===== src/rtl/barrel_pkg.sv =====
// Shared defaults and mode encodings for the pipelined left barrel shifter.
package barrel_pkg;
  localparam int WIDTH_DEF = 16;
  localparam int SHW_DEF   = 4;

  typedef enum logic {
    MODE_SHL = 1'b0,
    MODE_ROL = 1'b1
  } mode_e;
endpackage


===== src/rtl/bs_left_stage.sv =====
// One pipeline stage: conditional shift/rotate left by 2^K plus its stage register.
import barrel_pkg::*;

module bs_left_stage #(
  parameter int WIDTH = WIDTH_DEF,
  parameter int SHW   = SHW_DEF,
  parameter int K     = 0
) (
  input  logic             clk,
  input  logic             rst,
  input  logic             up_valid,
  input  logic [WIDTH-1:0] up_data,
  input  logic [SHW-1:0]   up_mag,
  input  mode_e            up_rot,
  input  logic             dn_load,
  output logic             load,
  output logic             valid,
  output logic [WIDTH-1:0] data,
  output logic [SHW-1:0]   mag,
  output mode_e            rot
);
  localparam int           S     = 1 << K;
  localparam logic [SHW-1:0] KMASK = ~(SHW'(1) << K);

  logic [WIDTH-1:0] nxt;

  always_comb begin
    nxt = up_data;
    if (up_mag[K]) begin
      if (up_rot == MODE_ROL) nxt = {up_data[WIDTH-S-1:0], up_data[WIDTH-1:WIDTH-S]};
      else                    nxt = {up_data[WIDTH-S-1:0], {S{1'b0}}};
    end
  end

  // A stage may refill when empty or when its contents move on this cycle.
  assign load = !valid || dn_load;

  always_ff @(posedge clk or posedge rst) begin
    if (rst) begin
      valid <= 1'b0;
      data  <= '0;
      mag   <= '0;
      rot   <= MODE_SHL;
    end else if (load) begin
      valid <= up_valid;
      data  <= nxt;
      mag   <= up_mag & KMASK;
      rot   <= up_rot;
    end
  end
endmodule


===== src/rtl/barrel_shifter_left_pipe.sv =====
// Pipelined left shifter/rotator: SHW elastic stages, one bit of Shift_Mag per stage.
import barrel_pkg::*;

module barrel_shifter_left_pipe #(
  parameter int WIDTH = WIDTH_DEF,
  parameter int SHW   = SHW_DEF
) (
  input  logic             Clk,
  input  logic             Rst,
  input  logic             In_Valid,
  output logic             In_Ready,
  input  logic [WIDTH-1:0] Inp,
  input  logic [SHW-1:0]   Shift_Mag,
  input  logic             Rotate,
  output logic             Out_Valid,
  input  logic             Out_Ready,
  output logic [WIDTH-1:0] Outp
);
  logic [SHW:0]            vld;
  logic [SHW:0]            ld;
  logic [SHW:0][WIDTH-1:0] dat;
  logic [SHW:0][SHW-1:0]   mag;
  mode_e                   rot [SHW:0];

  assign vld[0]  = In_Valid;
  assign dat[0]  = Inp;
  assign mag[0]  = Shift_Mag;
  assign rot[0]  = mode_e'(Rotate);
  assign ld[SHW] = Out_Ready;

  for (genvar k = 0; k < SHW; k++) begin : g_stage
    bs_left_stage #(.WIDTH(WIDTH), .SHW(SHW), .K(k)) u_stage (
      .clk      (Clk),
      .rst      (Rst),
      .up_valid (vld[k]),
      .up_data  (dat[k]),
      .up_mag   (mag[k]),
      .up_rot   (rot[k]),
      .dn_load  (ld[k+1]),
      .load     (ld[k]),
      .valid    (vld[k+1]),
      .data     (dat[k+1]),
      .mag      (mag[k+1]),
      .rot      (rot[k+1])
    );
  end

  assign In_Ready  = ld[0];
  assign Out_Valid = vld[SHW];
  assign Outp      = dat[SHW];

  // Fully consumed shift bits and mode of the last stage have no consumer.
  logic unused_tail;
  assign unused_tail = ^{mag[SHW], rot[SHW]};
endmodule


===== config.mk =====
export PLATFORM = sky130hd
export DESIGN_NAME = barrel_shifter_left_pipe
export DESIGN_NICKNAME = d
export VERILOG_FILES = /design/src/rtl/barrel_pkg.sv /design/src/rtl/bs_left_stage.sv /design/src/rtl/barrel_shifter_left_pipe.sv
export SDC_FILE = /design/constraint.sdc
export NUM_CORES = 1
export LEC_CHECK = 0
export BUFFER_PORTS_ARGS = -buffer_cell sky130_fd_sc_hd__buf_2
export CORE_MARGIN = 8
export CORE_UTILIZATION = 30
export CTS_BUF_LIST = sky130_fd_sc_hd__clkbuf_16
export DETAILED_ROUTE_END_ITERATION = 12
export PLACE_DENSITY = 0.51
export REMOVE_ABC_BUFFERS = 1
export SYNTH_ARGS = -nofsm -noshare
export SYNTH_HDL_FRONTEND = slang
export SYNTH_HIERARCHICAL = 1
export SYNTH_SLANG_ARGS = --single-unit

===== constraint.sdc =====
create_clock -name Clk -period 6.6 [get_ports Clk]
set_input_delay 0.99 -clock Clk [delete_from_list [all_inputs] [get_ports Clk]]
set_output_delay 0.99 -clock Clk [all_outputs]
set_load 0.01 [all_outputs]

==> impl_metrics.env, run 1 <==
export IMPL_chipHeight_um=132
export IMPL_worstMarginPinSlew_ps=826
export IMPL_power_leakage_nw=2.09
export IMPL_number_of_levels_the_h_tree_was_split_into=3
export IMPL_outcome="finished, final reports clean"
export IMPL_grt_first_pass_wirelength_mm=12.2
export IMPL_p_total_w=0.00163
export IMPL_timing_critical_path_cells="buf_2, nand2b_4, nand2b_4, nand2b_1, buf_4, nand2b_1, buf_2"
export IMPL_cap_violations=0
export IMPL_final_setup_violation_count=0
export IMPL_hold_class="reg2reg"
export IMPL_cpMaxStageDelayCell="nand2b_4"
export IMPL_finalWeightedCongestion=0.713
export IMPL_first_global_vias=2228
export IMPL_detailedRoute_firstPassIterationCount=4
export IMPL_pwr_density_cell_nw_per_um2=356
export IMPL_portBuffers=42
export IMPL_max_slew_margin=0.449
export IMPL_final_period_utilization=0.561
export IMPL_fin_clk_skew_ps=4.59
export IMPL_layout_drive_gt1_share=0.519
export IMPL_grt_remaining_overflow=0
export IMPL_grt_start_max_net_pins=26
export IMPL_report_final_hold_viol_count=0
export IMPL_worstReg2RegStart="g_stage[3].u_stage/valid"
export IMPL_clkLatencyLatePin_ps=330
export IMPL_diodes=0
export IMPL_synthesis_instances=275
export IMPL_cp_num_buf_inv=3
export IMPL_floorplan_initialDensity=0.305
export IMPL_worst_hold_slack_ps=506
export IMPL_ioPinCount=43
export IMPL_critical_path_max_stage_delay_ps=400
export IMPL_cts_clk_slew_worst_paths_ps=50
export IMPL_post_dp_hpwl_mm=5.50
export IMPL_fillers=1316
export IMPL_final_core_utilization=0.348
export IMPL_rows=42
export IMPL_syn_avg_cell_area_um2=14.6
export IMPL_cts_inserted_buffers=9
export IMPL_holdBufCountCts=0
export IMPL_clk_path_buf_depth=2
export IMPL_cpLargestDelayFamily="simple AND/OR/NAND/NOR gates"
export IMPL_vias_cell=4.37
export IMPL_drt_drc_violations_left=0
export IMPL_required_ps=5610
export IMPL_cts_repair_timing_setup_buffer_count=0
export IMPL_critical_path_max_fanout=22
export IMPL_cts_repair_resize_count=0
export IMPL_fmax_mhz=270
export IMPL_detailroute_via_count=2149
export IMPL_detail_route_iter0_violations=62
export IMPL_critPathKind="in2out"
export IMPL_worstPathArrival_ps=2710
export IMPL_setup_worst_path_start_class="input port"
export IMPL_finalNetCount=336
export IMPL_tritoncts_clock_tree="yes"
export IMPL_grt_setup_unrepaired="no"
export IMPL_grt_total_usage=0.0873
export IMPL_critPathCaptureType="output port"
export IMPL_critPathLaunch="Out_Ready"
export IMPL_die_area_um2=17300
export IMPL_yosys_warnings=6
export IMPL_detail_route_antenna_nets=0
export IMPL_vdd_drop_max_mv=0.134
export IMPL_setup_tns_final_ps=0
export IMPL_area_of_the_mapped_netlist_um2=4010
export IMPL_synthToLayoutAreaGrowth_pct=14.1
export IMPL_clock_sink_count=77
export IMPL_detail_route_wirelength_mm=7.29
export IMPL_cts_root_buffer="clkbuf_16"
export IMPL_final_max_slew_violation_count=0
export IMPL_number_of_antenna_violations_at_the_first_check_in_global_routing=0
export IMPL_holdCritStartpoint="g_stage[3].u_stage/data[9]"
export IMPL_floorplan_die_width_um=132
export IMPL_core_region_area_um2=13100
export IMPL_routed_wire_length_per_instance_um=14.8
export IMPL_finalCriticalPeriod_ps=3700
-- routing by layer --
layer	vias to the layer above	global-route usage	share of wire
li1	1063	-	-
met2	54	0.119	0.41
met1	1020	0.120	0.51
met3	12	0.0358	0.063
met4	0	0.0325	0.015
met5	-	0	0
-- per-stage QoR --
stage | setup slack (ps) | area (um^2) | instances
after detailed placement | 2870 | 4270 | 476
after global routing | 2740 | 4570 | 492
after CTS | 2860 | 4570 | 492
final | 2900 | 4570 | 492
after floorplan | 2520 | 3820 | 256
after global placement | 2880 | 4270 | 476
-- report_power, final --
group          total, W  internal [W]  switching (W)
Combinational  0.000408      0.000272       0.000135
Clock          0.000507      0.000325       0.000181
Sequential     0.000713      0.000596       0.000117
Total           0.00163       0.00119       0.000434
-- sequential cells by signal, summed over array words and instances (netlist names) --
register / cells
g_stage.u_stage/valid: 4
g_stage.u_stage/mag: 6
g_stage.u_stage/data: 64
g_stage.u_stage/rot: 3
-- area by class of cell --
class                      count  area [um^2]  area share
clock buffer                   9          225      0.0493
clock inverter                 7         81.3      0.0178
inverter                       4         15.0     0.00328
tap                          176          220      0.0482
timing repair buffer          44          225      0.0493
multi-input combinational    175         1880       0.411
sequential                    77         1930       0.421
-- path summary, 6_finish.rpt --
path / to / slack, ps / depth (start not counted)
max in group asynchronous: g_stage[0].u_stage/mag[2] / 5240 / 2
min reg2reg: g_stage[3].u_stage/data[9] / 510 / 1
min: g_stage[3].u_stage/data[9] / 510 / 1
max: In_Ready / 2900 / 7
max reg2reg: g_stage[0].u_stage/mag[2] / 3950 / 7
min in group asynchronous: g_stage[3].u_stage/valid / 790 / 2
-- cell usage in the layout (no fill, tap or decap) --
cell type / count
mux2_4: 62
mux2_1: 2
inv_1: 5
nand3_1: 15
buf_4: 2
clkinv_1: 2
nand2b_1: 21
a31oi_1: 15
dfrtp_1: 77
buf_2: 42
bufinv_16: 2
nand2b_4: 2
clkinv_2: 2
mux2_2: 43
nor3b_1: 15
clkbuf_16: 9
No activity file was read; power rests on OpenSTA's default activity.
==> inputs of run 2 (changes only) <==
- ABC_AREA: not set -> 1
- PLACE_DENSITY: 0.51 -> 0.53
- clock period: 6.6 -> 3.1 ns (I/O delays scaled with it)
==> run 2 against run 1 <==
Compared with the run above:
- critical endpoint unchanged
- critical path depth is 3 higher
- via count grew 45%
- first-iteration DRC count up 120%
- clock skew increased by 2.2 ps
- critical path type is now reg2out
- register-to-register slack got worse by 3100 ps
- combinational power rose by 78%
- synthesized cell count increased by 100%
- core utilization is 0.34 points lower
- clock power increased by 120%
- sequential share of layout area is 0.42 points higher
- highest routed layer unchanged
==> impl_metrics.env, run 2 <==
export IMPL_power_share_clock=0.345
export IMPL_finalCriticalPeriod_ps=2460
export IMPL_portBuffers=42
export IMPL_detailedRoute_firstPassIterationCount=4
export IMPL_worst_hold_slack_ps=253
export IMPL_report_final_hold_viol_count=0
export IMPL_place_ws_ps=648
export IMPL_number_of_antenna_violations_at_the_first_check_in_global_routing=0
export IMPL_max_slew_margin=0.496
export IMPL_p_total_w=0.00331
export IMPL_cts_clk_slew_worst_paths_ps=50
export IMPL_grt_remaining_overflow=0
export IMPL_cap_violations=0
export IMPL_final_setup_worst_slack_ps=639
export IMPL_grt_first_pass_wirelength_mm=13.9
export IMPL_critical_path_max_fanout=22
export IMPL_swShare=0.304
export IMPL_ff2ff_path_depth=11
export IMPL_clkLatencyLatePin_ps=330
export IMPL_critPathKind="reg2out"
export IMPL_cts_inserted_buffers=9
export IMPL_finalNetCount=608
export IMPL_cts_repair_resize_count=0
export IMPL_cts_root_buffer="clkbuf_16"
export IMPL_vias_cell=4.09
export IMPL_required_ps=2630
export IMPL_cts_repair_timing_setup_buffer_count=0
export IMPL_comb_power_share=0.219
export IMPL_worstPathArrival_ps=2000
export IMPL_die_area_um2=17300
export IMPL_final_core_utilization=0.345
export IMPL_rows=42
export IMPL_grt_setup_unrepaired="no"
export IMPL_chipHeight_um=131
export IMPL_fillers=1436
export IMPL_power_sequential_fraction=0.436
export IMPL_number_of_levels_the_h_tree_was_split_into=3
export IMPL_clk_path_buf_depth=2
export IMPL_power_leakage_nw=2.65
export IMPL_pwr_density_cell_nw_per_um2=731
export IMPL_critPathLaunch="g_stage[3].u_stage/valid"
export IMPL_worstMarginPinSlew_ps=754
export IMPL_layout_cells_most_common="nand2_1"
export IMPL_holdBufCountCts=0
export IMPL_hold_class="in2async"
export IMPL_r2r_end="g_stage[0].u_stage/valid"
export IMPL_diodes=0
export IMPL_final_max_slew_violation_count=0
export IMPL_drt_drc_violations_left=0
export IMPL_critPathCaptureType="output port"
export IMPL_finalWeightedCongestion=0.748
export IMPL_critPathCapture="In_Ready"
export IMPL_number_of_flip_flops_under_the_largest_register_name=64
export IMPL_detail_route_wirelength_mm=7.70
export IMPL_clock_sink_count=77
export IMPL_worst_r2r_setup_slack_ps=850
export IMPL_syn_avg_cell_area_um2=7.19
export IMPL_yosys_warnings=6
export IMPL_setup_tns_final_ps=0
export IMPL_area_of_the_mapped_netlist_um2=4000
export IMPL_detail_route_iter0_violations=138
export IMPL_core_region_area_um2=13100
export IMPL_post_dp_hpwl_mm=6.08
export IMPL_detail_route_antenna_nets=0
export IMPL_layout_common_cells="nand2_1, inv_1, dfrtp_1, nand3_1, buf_2"
export IMPL_largest_register="g_stage.u_stage/data"
export IMPL_fin_clk_skew_ps=6.83
export IMPL_cellInternalPower_w=0.00230
export IMPL_worstReg2RegStart="g_stage[3].u_stage/valid"
export IMPL_power_net_switching_w=0.00101
export IMPL_floorplan_die_width_um=131
export IMPL_vdd_drop_max_mv=0.305
export IMPL_outcome="finished, final reports clean"
export IMPL_final_setup_violation_count=0
export IMPL_setup_worst_path_start_class="register"
export IMPL_floorplan_initialDensity=0.304
export IMPL_tritoncts_clock_tree="yes"
export IMPL_first_global_vias=3095
export IMPL_ioPinCount=43
export IMPL_final_period_utilization=0.794
export IMPL_grt_total_usage=0.0936
export IMPL_detailroute_via_count=3121
export IMPL_synthToLayoutAreaGrowth_pct=13.3
export IMPL_synthesis_instances=556
export IMPL_layout_top_registers="g_stage.u_stage/data: 64 flops, g_stage.u_stage/mag: 6 flops, g_stage.u_stage/valid: 4 flops"
export IMPL_layout_drive_gt1_share=0.121
export IMPL_fmax_mhz=406
export IMPL_grt_start_max_net_pins=23
export IMPL_routed_wire_length_per_instance_um=10.1
run 2: cell count changes in the layout (fill, tap and decap cells not counted), moves of 9 or more:
cell | before | now
nor3b_1 | 15 | 0
nand3_1 | 15 | 64
a31oi_1 | 15 | 0
mux2_4 | 62 | 0
nand2_1 | 0 | 293
nand2b_1 | 21 | 0
nand2_2 | 0 | 9
mux2_2 | 43 | 0
inv_1 | 5 | 77
run 2: critical path: stages, from the launching register on:
cell and delay (ps):
dfrtp_1 380, nand2_1 90, inv_1 50, nand2_2 250, inv_1 80, nand2_1 70
buf_4 220, inv_1 60, nand2_1 60, buf_4 230, buf_2 180
run 2: routing by layer:
metal / routed length [um] / vias up / global-route usage
met1: 3800 / 1361 / 0.114
met4: 100 / 0 / 0.0332
li1: - / 1695 / -
met2: 3370 / 55 / 0.150
met3: 431 / 10 / 0.0335
met5: 0 / - / 0
run 2: worst min-delay path by stage:
stage | startpoint | to | slack (ps) | cells past startpoint
after floorplan | Rst | g_stage[3].u_stage/data[0] | 390 | 1
after global placement | g_stage[3].u_stage/data[6] | g_stage[3].u_stage/data[6] | 460 | 2
after detailed placement | g_stage[3].u_stage/data[7] | g_stage[3].u_stage/data[7] | 460 | 2
after CTS | Rst | g_stage[3].u_stage/valid | 270 | 2
after global routing | Rst | g_stage[3].u_stage/valid | 300 | 2
final | Rst | g_stage[3].u_stage/valid | 250 | 2
run 2: cell type report:
| type | count | area [um^2] | area share |
|---|---|---|---|
| flip-flops and latches | 77 | 1930 | 0.426 |
| multi-input cells | 370 | 1500 | 0.332 |
| inverters | 80 | 315 | 0.0697 |
| repair buffers | 45 | 233 | 0.0514 |
| clock buffers | 9 | 225 | 0.0498 |
| well taps | 176 | 220 | 0.0486 |
| clock inverters | 7 | 105 | 0.0232 |
run 2: stage by stage:
stage	instances	instance area [um^2]
2_1_floorplan	527	3740
3_3_place_gp	748	4200
3_5_place_dp	748	4200
4_1_cts	764	4530
5_1_grt	764	4530
6_report	764	4530
run 2: power by group through the flow:
stage	Clock [W]	Combinational, W	Sequential [W]
6_report	0.00114	0.000725	0.00144
5_1_grt	0.00122	0.000856	0.00148
4_1_cts	0.00117	0.000744	0.00145
3_5_place_dp	0	0.000739	0.00146
3_3_place_gp	0	0.000728	0.00146
2_1_floorplan	0	0.000487	0.00146
==> inputs of run 3 (changes only) <==
- ABC_AREA: 1 -> 0
- clock period: 3.1 -> 2.1 ns (I/O delays scaled with it)
==> run 3 against run 2 <==
Compared with the run above:
- critical path type unchanged
- critical endpoint unchanged
- global-route usage down 0.33 points
- sequential share of layout area down 0.37 points
- clock skew down 0.94 ps
- die area up 0.24%
- sequential power up 53%
- core utilization up 0.30 points
- routed wire length down 5.2%
- highest routed layer unchanged
- clock power up 22%
- worst hold slack worse by 150 ps
- critical path depth down 4
- flip-flop and latch count unchanged
- largest cell class unchanged
- largest power group unchanged
- count of clock-buffer cells in the layout unchanged
==> impl_metrics.env, run 3 (synthesis results as in run 1) <==
export IMPL_outcome="finished, final reports clean"
export IMPL_floorplan_initialDensity=0.305
export IMPL_cts_root_buffer="clkbuf_16"
export IMPL_ioPinCount=43
export IMPL_final_setup_violation_count=0
export IMPL_holdBufCountCts=0
export IMPL_final_setup_worst_slack_ps=172
export IMPL_worst_r2r_setup_slack_ps=460
export IMPL_fillers=1315
export IMPL_comb_power_share=0.268
export IMPL_worstPathArrival_ps=1610
export IMPL_post_layout_nonfiller_instances=496
export IMPL_chipHeight_um=132
export IMPL_setup_worst_path_start_class="register"
export IMPL_worstMarginPinSlew_ps=816
export IMPL_synthToLayoutAreaGrowth_pct=14.0
export IMPL_post_dp_hpwl_mm=5.59
export IMPL_required_ps=1780
export IMPL_cts_inserted_buffers=9
export IMPL_cts_clk_slew_worst_paths_ps=60
export IMPL_final_period_utilization=0.918
export IMPL_critical_path_max_fanout=22
export IMPL_hold_class="in2async"
export IMPL_detail_route_wirelength_mm=7.30
export IMPL_critical_path_max_stage_delay_ps=400
export IMPL_worstReg2RegStart="g_stage[0].u_stage/mag[1]"
export IMPL_p_total_w=0.00492
export IMPL_core_region_area_um2=13100
export IMPL_setup_tns_final_ps=0
export IMPL_timing_critical_path_cells="nand2b_4, nand2b_4, nand2b_1, nand2b_1, buf_6, buf_2"
export IMPL_clkLatencyLatePin_ps=330
export IMPL_critPathLaunch="g_stage[3].u_stage/valid"
export IMPL_number_of_antenna_violations_at_the_first_check_in_global_routing=0
export IMPL_power_sequential_fraction=0.449
export IMPL_layout_drive_gt1_share=0.528
export IMPL_detailedRoute_firstPassIterationCount=4
export IMPL_place_detailed_instances=480
export IMPL_fmax_mhz=519
export IMPL_power_net_switching_w=0.00139
export IMPL_cpMaxStageDelayCell="dfrtp_1"
export IMPL_cts_repair_timing_setup_buffer_count=0
export IMPL_max_slew_margin=0.456
export IMPL_finalCriticalPeriod_ps=1930
export IMPL_fin_clk_skew_ps=5.89
export IMPL_clk_path_buf_depth=2
export IMPL_largest_register="g_stage.u_stage/data"
export IMPL_detailroute_via_count=2123
export IMPL_grt_first_pass_wirelength_mm=12.5
export IMPL_floorplan_die_width_um=132
export IMPL_detail_route_iter0_violations=60
export IMPL_vias_cell=4.28
export IMPL_grt_start_max_net_pins=26
export IMPL_r2r_end="g_stage[1].u_stage/data[10]"
export IMPL_finalWeightedCongestion=0.730
export IMPL_grt_setup_unrepaired="no"
export IMPL_finalNetCount=340
export IMPL_critPathCaptureType="output port"
export IMPL_portBuffers=42
export IMPL_number_of_flip_flops_under_the_largest_register_name=64
export IMPL_critPathKind="reg2out"
export IMPL_die_area_um2=17300
export IMPL_diodes=0
export IMPL_final_max_slew_violation_count=0
export IMPL_layout_common_cells="dfrtp_1, mux2_4, mux2_2, buf_2, nand2b_1"
export IMPL_drt_drc_violations_left=0
export IMPL_layout_top_registers="g_stage.u_stage/data: 64 flops, g_stage.u_stage/mag: 6 flops, g_stage.u_stage/valid: 4 flops"
export IMPL_tritoncts_clock_tree="yes"
export IMPL_routed_wire_length_per_instance_um=14.7
export IMPL_layout_cells_most_common="dfrtp_1"
export IMPL_ff2ff_path_depth=2
export IMPL_pwr_density_cell_nw_per_um2=1080
export IMPL_detail_route_antenna_nets=0
export IMPL_grt_total_usage=0.0903
export IMPL_rows=42
export IMPL_cap_violations=0
export IMPL_place_ws_ps=255
export IMPL_power_leakage_nw=2.09
export IMPL_power_share_clock=0.283
export IMPL_report_final_hold_viol_count=0
export IMPL_worst_hold_slack_ps=101
export IMPL_cellInternalPower_w=0.00353
export IMPL_critPathCapture="In_Ready"
export IMPL_cts_repair_resize_count=0
export IMPL_vdd_drop_max_mv=0.390
export IMPL_clock_sink_count=77
export IMPL_first_global_vias=2249
export IMPL_swShare=0.283
export IMPL_grt_remaining_overflow=0
export IMPL_number_of_levels_the_h_tree_was_split_into=3
==> run 3: routing by layer <==
| metal | vias to the layer above | routed length (um) | GRT usage |
|---|---|---|---|
| met1 | 987 | 3860 | 0.125 |
| met2 | 50 | 2930 | 0.122 |
| met4 | 0 | 114 | 0.0325 |
| met3 | 12 | 390 | 0.0370 |
| li1 | 1074 | - | - |
| met5 | - | 0 | 0 |
==> run 3: critical path: cells and delay by family (launching register included) <==
family	cells	cell delay [ps]
flip-flops	1	400
AND/OR/NAND/NOR	4	450
buffers and inverters	2	420
==> run 3: final cells by class <==
class | instances | area [um^2] | area share
repair buffers | 48 | 259 | 0.0567
clock inverters | 7 | 42.5 | 0.00932
inverters | 4 | 15.0 | 0.00329
clock buffers | 9 | 225 | 0.0493
well taps | 176 | 220 | 0.0482
multi-input cells | 175 | 1880 | 0.411
flip-flops and latches | 77 | 1930 | 0.422
==> run 3: worst min-delay path by stage <==
stage / end / slack, ps / cells after the start
global route: g_stage[3].u_stage/data[0] / 170 / 2
finish: g_stage[3].u_stage/data[8] / 100 / 2
global placement: g_stage[0].u_stage/mag[3] / 470 / 1
floorplan: g_stage[3].u_stage/data[0] / 240 / 1
CTS: g_stage[3].u_stage/data[0] / 120 / 2
detailed placement: g_stage[3].u_stage/data[0] / 490 / 2
==> run 3: through the flow <==
step	utilization	instance area [um^2]
2_1_floorplan	-	3820
3_3_place_gp	0.327	4300
3_5_place_dp	0.327	4300
4_1_cts	0.347	4560
5_1_grt	0.348	4570
6_report	0.348	4570
==> run 3: power groups by stage <==
| stage | sequential, W | clock, W | combinational, W |
|---|---|---|---|
| 2_1_floorplan | 0.00223 | 0 | 0.000948 |
| 3_3_place_gp | 0.00223 | 0 | 0.00134 |
| 3_5_place_dp | 0.00225 | 0 | 0.00135 |
| 4_1_cts | 0.00222 | 0.00144 | 0.00135 |
| 5_1_grt | 0.00228 | 0.00150 | 0.00145 |
| 6_report | 0.00221 | 0.00139 | 0.00132 |
